### src/rtl/ldpc_enc_ctrl.sv
// Frame controller for the LDPC encoder: info intake, parity stepping/drain, codeword readout.
// Optional short-frame abort is compiled in with `define LDPC_ENC_FRAME_ERR_EN.
module ldpc_enc_ctrl #(
  parameter int unsigned PAR_LAT = 4
) (
  input  logic        clk,
  input  logic        reset,
  input  logic        rate,
  input  logic        sync_in,
  input  logic        din_vld,
  input  logic        dout_rdy,
  output logic [3:0]  fsm_state,
  output logic        din_rdy,
  output logic [12:0] wr_addr,
  output logic        par_en,
  output logic [8:0]  par_addr,
  output logic        dout_vld,
  output logic [13:0] rd_addr,
  output logic        dout_sel,
  output logic        sync_out,
  output logic        busy,
  output logic        frame_err
);

  // One-hot encoding doubles as the fsm_state output.
  typedef enum logic [3:0] {
    StIdle    = 4'b0001,
    StDataIn  = 4'b0010,
    StParity  = 4'b0100,
    StDataOut = 4'b1000
  } state_e;

  localparam logic [13:0] CwLast  = 14'd9215;
  localparam logic [3:0]  LatLast = 4'(PAR_LAT - 1);

  state_e      state_q, state_d;
  logic        rate_q, rate_d;
  logic [12:0] wr_addr_q, wr_addr_d;
  logic [8:0]  par_addr_q, par_addr_d;
  logic        drain_q, drain_d;
  logic [3:0]  lat_q, lat_d;
  logic [13:0] rd_addr_q, rd_addr_d;
  logic        frame_err_q, frame_err_d;

  logic [12:0] info_last;
  logic [8:0]  steps_last;
  logic [13:0] info_len;

  always_comb begin
    info_last  = rate_q ? 13'd6911 : 13'd4607;
    steps_last = rate_q ? 9'd143 : 9'd287;
    info_len   = rate_q ? 14'd6912 : 14'd4608;
  end

  always_comb begin
    state_d     = state_q;
    rate_d      = rate_q;
    wr_addr_d   = wr_addr_q;
    par_addr_d  = par_addr_q;
    drain_d     = drain_q;
    lat_d       = lat_q;
    rd_addr_d   = rd_addr_q;
    frame_err_d = 1'b0;
    unique case (state_q)
      StIdle: begin
        if (sync_in) begin
          state_d = StDataIn;
          rate_d  = rate;
        end
      end
      StDataIn: begin
        if (din_vld) begin
          if (wr_addr_q == info_last) state_d = StParity;
          else                        wr_addr_d = wr_addr_q + 13'd1;
        end
`ifdef LDPC_ENC_FRAME_ERR_EN
        if (!sync_in && !(din_vld && (wr_addr_q == info_last))) begin
          state_d     = StIdle;
          frame_err_d = 1'b1;
          rate_d      = 1'b0;
          wr_addr_d   = '0;
        end
`endif
      end
      StParity: begin
        if (!drain_q) begin
          if (par_addr_q == steps_last) begin
            drain_d = 1'b1;
            lat_d   = '0;
          end else begin
            par_addr_d = par_addr_q + 9'd1;
          end
        end else if (lat_q == LatLast) begin
          state_d = StDataOut;
          drain_d = 1'b0;
          lat_d   = '0;
        end else begin
          lat_d = lat_q + 4'd1;
        end
      end
      StDataOut: begin
        if (dout_rdy) begin
          if (rd_addr_q == CwLast) begin
            state_d    = StIdle;
            rate_d     = 1'b0;
            wr_addr_d  = '0;
            par_addr_d = '0;
            rd_addr_d  = '0;
          end else begin
            rd_addr_d = rd_addr_q + 14'd1;
          end
        end
      end
      default: state_d = StIdle;
    endcase
  end

  always_ff @(posedge clk or posedge reset) begin
    if (reset) begin
      state_q     <= StIdle;
      rate_q      <= 1'b0;
      wr_addr_q   <= '0;
      par_addr_q  <= '0;
      drain_q     <= 1'b0;
      lat_q       <= '0;
      rd_addr_q   <= '0;
      frame_err_q <= 1'b0;
    end else begin
      state_q     <= state_d;
      rate_q      <= rate_d;
      wr_addr_q   <= wr_addr_d;
      par_addr_q  <= par_addr_d;
      drain_q     <= drain_d;
      lat_q       <= lat_d;
      rd_addr_q   <= rd_addr_d;
      frame_err_q <= frame_err_d;
    end
  end

  assign fsm_state = state_q;
  assign din_rdy   = (state_q == StDataIn);
  assign wr_addr   = wr_addr_q;
  assign par_en    = (state_q == StParity) && !drain_q;
  assign par_addr  = par_addr_q;
  assign dout_vld  = (state_q == StDataOut);
  assign sync_out  = (state_q == StDataOut);
  assign rd_addr   = rd_addr_q;
  assign dout_sel  = (state_q == StDataOut) && (rd_addr_q >= info_len);
  assign busy      = (state_q != StIdle);
  assign frame_err = frame_err_q;

endmodule
### config.mk
export PLATFORM = sky130hd
export DESIGN_NAME = ldpc_enc_ctrl
export DESIGN_NICKNAME = d
export VERILOG_FILES = /design/src/rtl/ldpc_enc_ctrl.sv
export SDC_FILE = /design/constraint.sdc
export NUM_CORES = 1
export LEC_CHECK = 0
export ABC_CLOCK_PERIOD_IN_PS = 2300
export CAP_MARGIN = 0
export CORE_UTILIZATION = 42
export CTS_BUF_LIST = sky130_fd_sc_hd__clkbuf_16
export DETAILED_ROUTE_END_ITERATION = 7
export PLACE_DENSITY = 0.73
export SYNTH_ARGS = -nofsm -noshare
export SYNTH_HDL_FRONTEND = slang
export SYNTH_SLANG_ARGS = --single-unit
### constraint.sdc
create_clock -name clk -period 2.3 [get_ports clk]
set_clock_uncertainty 0.05 [all_clocks]
set_input_delay 0.46 -clock clk [delete_from_list [all_inputs] [get_ports clk]]
set_output_delay 0.46 -clock clk [all_outputs]
set_load 0.05 [all_outputs]
# After elaboration in Yosys (flattened, before gate mapping)
# Cells that the tools add are included.
dict set report totals {
  wordCells 76
  output_inout_bits 47
  reg_bits 46
  in_bits 6
}
dict set report classes {
  n_addsub 4
  n_eq_ne 19
  n_mux 32
  magnitude_cmp 1
  n_reduce_logical 13
}
# op count
set ops {}
lappend ops {{two-way mux 13 bit} 4}
lappend ops {{two-way mux 9 bit} 5}
lappend ops {{two-way mux 4 bit} 10}
lappend ops {{one-hot mux 13 bit (2 select lines)} 1}
lappend ops {{two-way mux 12 bit} 2}
lappend ops {{one-hot mux 9 bit (2 select lines)} 1}
lappend ops {{inequality test 2 bit, second input constant} 8}
lappend ops {{one-hot mux 4 bit (4 select lines)} 1}
lappend ops {{adder 14 x 1 -> 14 bit, second input constant} 1}
lappend ops {{== test 14 bit, second input constant} 1}
lappend ops {{>= comparator 14 x 13 -> 1 bit} 1}
lappend ops {{two-way mux 14 bit} 1}
lappend ops {{adder 13 x 1 -> 13 bit, second input constant} 1}
lappend ops {{== test 13 bit} 1}
lappend ops {{AND reduction 5 bit} 2}
lappend ops {{adder 9 x 1 -> 9 bit, second input constant} 1}
lappend ops {{== test 9 bit} 1}
lappend ops {{== test 4 x 2 -> 1 bit, second input constant} 2}
lappend ops {{nonzero test 2 bit} 4}
lappend ops {{AND reduction 7 bit} 1}
lappend ops {{two-way mux 1 bit} 6}
lappend ops {{adder 4 x 1 -> 4 bit, second input constant} 1}
lappend ops {{== test 4 x 1 -> 1 bit, second input constant} 1}
lappend ops {{== test 4 x 3 -> 1 bit, second input constant} 1}
lappend ops {{other kinds (8)} 11}

# Longest topological paths before layout
dict set report depth {
  word_depth 5
  ltp_mapped 7
  depth_no_buf 6
}

# Least setup slack after synthesis
# Ideal clock, no wire load.
dict set report synth_path {
  path_type {reg2out}
  startpoint {register state_q[3] (netlist: fsm_state[3])}
  endpoint {output dout_sel}
  arrival_time_ps 2795
  path_slack_ps -1005
  required_time_ps 1790
  path_stages_with_launch 7
  path_buffers 2
  path_cell_list {dfrtp_1 or4b_1 clkbuf_1 clkinv_1 buf_2 o21ai_0 a21oi_1}
}
dict set report synth_via {
  elab_chain_len 2
}
# item line
set synth_rtl {}
lappend synth_rtl {{from (decl)} 36} ;# state_e state_q, state_d;
lappend synth_rtl {{from (signal assigned)} 120} ;# state_q <= StIdle;
lappend synth_rtl {{from (signal assigned)} 129} ;# state_q <= state_d;
lappend synth_rtl {{== test 4 bit} -}
lappend synth_rtl {{via dout_vld} 17} ;# output logic dout_vld,
lappend synth_rtl {{logical AND 1 bit} 148} ;# assign dout_sel = (state_q == StDataOut) && (rd_addr_q >= info_len);
lappend synth_rtl {{to (decl)} 19} ;# output logic dout_sel,
# The timed path passes the listed nets, and every way through them passes these cells.

# Final worst setup path
dict set report layout_path {
  startpoint {register state_q[3] (netlist: fsm_state[3])}
  endpoint {output dout_sel}
}
dict set report layout_via {
  elab_chain_len 2
}
# item line
set layout_rtl {}
lappend layout_rtl {{== test 4 bit} 148}
lappend layout_rtl {{logical AND 1 bit} 148}
# No other way between the ends.

==> flow_summary.json <==
{
  "combPwrFrac_pct": 47.2,
  "overflow": 0,
  "clkLatencyLatePin_ns": 0.29,
  "p_int_mw": 2.02,
  "synthArstFlopShare_pct": 100,
  "route.detailed.drc": 0,
  "violations": "negative setup slack",
  "crit_path_end_kind": "output pin",
  "clockPowerShare_pct": 20.3,
  "drtAntennaViolNets": 0,
  "viasPerCell": 5.80,
  "synth_nets": 295,
  "dpl_worst_slack_ns": -0.186,
  "drv_cap": 0,
  "total_power_mw": 3.50,
  "drv_slew": 0,
  "yosysMostFrequentCell": "dfrtp_1",
  "synth_flop_cell": "dfrtp_1",
  "cp-start-kind": "flip-flop",
  "fin_util_pct": 64.0,
  "synth_common_cells": "45 x dfrtp_1, 20 x nand2_1, 20 x nor2_1",
  "io_pins": 53,
  "finalSetupTns_ns": -0.0469,
  "required_ns": 1.79,
  "antenna_found_initial": 0,
  "seqPwrFrac_pct": 32.5,
  "totalWireLength_um": 7400,
  "antenna_cells": 0,
  "drive_above_1_share_pct": 28.1,
  "period_share_pct": 102,
  "synth_area_per_cell_um2": 9.61,
  "ys_warn_count": 0,
  "drt-initial-drc-count": 138,
  "areaGrowthSynthToFinish_pct": 43.2,
  "period_needed_ns": 2.35,
  "outcome": "complete, but fails checks",
  "swShare_pct": 42.1,
  "core_um2": 6060,
  "worstPathMaxFanout": 6,
  "criticalPathCategory": "flip-flop to output pin",
  "hold_viol_final": 0,
  "grt_first_pass_wirelength_um": 11800,
  "dp_hpwl_um": 5230,
  "leakagePower_nw": 1.64,
  "clk_pin_slew_ns": 0.06,
  "synth-seq-area-share_pct": 42.5,
  "worst_pin_slew_ns": 0.724,
  "synth_top_cell_area_share_pct": 41.6,
  "finalSetupViolCount": 1,
  "grt_pass1_vias": 2474,
  "yosysUniqueCellTypes": 68,
  "die_y_um": 82.3,
  "h-tree-depth": 2,
  "synthTopCellsByArea": "dfrtp_1 42%, o21ai_0 3.3%, ha_1 3.2%",
  "worstRegToRegCells": 7,
  "synth_top_cell_by_area": "dfrtp_1",
  "max_freq_mhz": 426,
  "cts_root_buf": "clkbuf_16",
  "drtPass1Iterations": 4,
  "relSlewSlack_pct": 51.4,
  "crit_arrival_ns": 1.84,
  "place.port_buffers": 51,
  "p_sw_mw": 1.47,
  "syn-instance-count": 282,
  "fin_ws_ns": -0.0469,
  "nets": 379,
  "clock_sinks": 46,
  "cts_buffers": 5,
  "vias": 2564,
  "ys_ff_latch": 46,
  "rsz0062_at_grt": "true",
  "dieArea_um2": 6780,
  "gp_congestion": 0.816,
  "rows": 28,
  "syn-cell-area_um2": 2710,
  "p_per_area_nw_per_um2": 901,
  "die_w_um": 82.3,
  "grt_max_degree": 47,
  "start_util_pct": 44.7,
  "whs_ns": 0.473,
  "synth_edf_count": 0,
  "wl_per_cell_um": 16.7,
  "hp-class": "input port to asynchronous set/reset pin",
  "cts_tree": "built",
  "clock_tree.buffer_depth": 2,
  "grtUsageTotal_pct": 23.4,
  "ir_drop_mv": 0.750
}
## worst max-delay path: stages, from the launching register on
cell      delay, ns
dfrtp_2        0.38
buf_6          0.10
or4b_4         0.48
buf_12         0.16
clkinv_8       0.06
o21ai_2        0.06
a21oi_4        0.14
buf_12         0.15
## per-stage QoR
step                instance area, um^2  std cells
finish                             3880        442
global route                       3880        442
CTS                                3830        442
detailed placement                 3610        428
global placement                   3610        428
floorplan                          2780        282
## power groups by stage
stage          clock, mW  combinational, mW  sequential (mW)
2_1_floorplan          0              0.595             1.49
3_3_place_gp           0               1.46             1.15
3_5_place_dp           0               1.50             1.16
4_1_cts            0.723               1.63             1.13
5_1_grt            0.757               1.75             1.16
6_report           0.711               1.65             1.14
## cells by family after synthesis
| kind of cell | Yosys count | share of synthesized area, % |
|---|---|---|
| AO/OA/AOI/OAI | 86 | 22.9 |
| adder cells (fa/ha/maj) | 7 | 3.23 |
| flip-flops | 46 | 42.5 |
| XOR/XNOR | 10 | 3.23 |
| buffers and inverters | 22 | 3.55 |
| multiplexers | 3 | 1.34 |
| AND/OR/NAND/NOR | 107 | 23.0 |
| other | 1 | 0.138 |
## state kept, by name, summed over array words and instances (netlist names)
register / flops
fsm_state: 4
wr_addr: 13
lat_q: 4
drain_q: 1
par_addr: 9
rd_addr: 14
rate_q: 1
## cells in the final DEF, fill, tap and decap left out, types with 10 or more instances in the layout
cell type        Yosys  layout
clkdlybuf4s50_1      0      44
buf_4                3      32
dfrtp_1             45      30
nand2_1             20      20
nor2_1              20      20
o21ai_0             18      16
dfrtp_2              0      15
a21oi_1             16      14
nand3_1             11      11
inv_1               12      10
a31oi_1             10      10
## routing by layer
layer  vias to the layer above  wire length (um)  GRT usage [%]
met5                         -                 0              0
met3                        14               333           3.41
li1                       1221                 -              -
met2                        84              3650           38.3
met1                      1245              3280           30.7
met4                         0               131           10.0
## what timing repair did
action | 4_1_cts | 5_1_grt
resized for setup | 6 | 14
buffers inserted | 6 | 0
hold buffers | 0 | 0
pin swaps | 0 | 2
setup endpoints to repair | 2 | 12
## area by class of cell
| type | count | area (um^2) |
|---|---|---|
| tap | 75 | 93.8 |
| fill | 494 | 2180 |
| sequential | 46 | 1170 |
| timing repair buffer | 86 | 865 |
| multi-input combinational | 214 | 1540 |
| inverter | 13 | 65.1 |
| clock buffer | 5 | 125 |
| clock inverter | 3 | 17.5 |
## worst paths after layout
check                      slack (ns)                       end                      from
setup reg to reg                 0.06   par_addr[6]$_DFFE_PP0P_        rate_q$_DFFE_PP0P_
setup / recovery                -0.05                  dout_sel  fsm_state[3]$_DFFE_PP0P_
min in group clk                 0.47    wr_addr[5]$_DFFE_PP0P_    wr_addr[5]$_DFFE_PP0P_
hold reg to reg                  0.47    wr_addr[5]$_DFFE_PP0P_    wr_addr[5]$_DFFE_PP0P_
hold / removal                   0.47      lat_q[0]$_DFFE_PP0P_                     reset
max in group asynchronous        1.45  fsm_state[0]$_DFFE_PP1P_                     reset
Power figures use the tool's default switching activity.
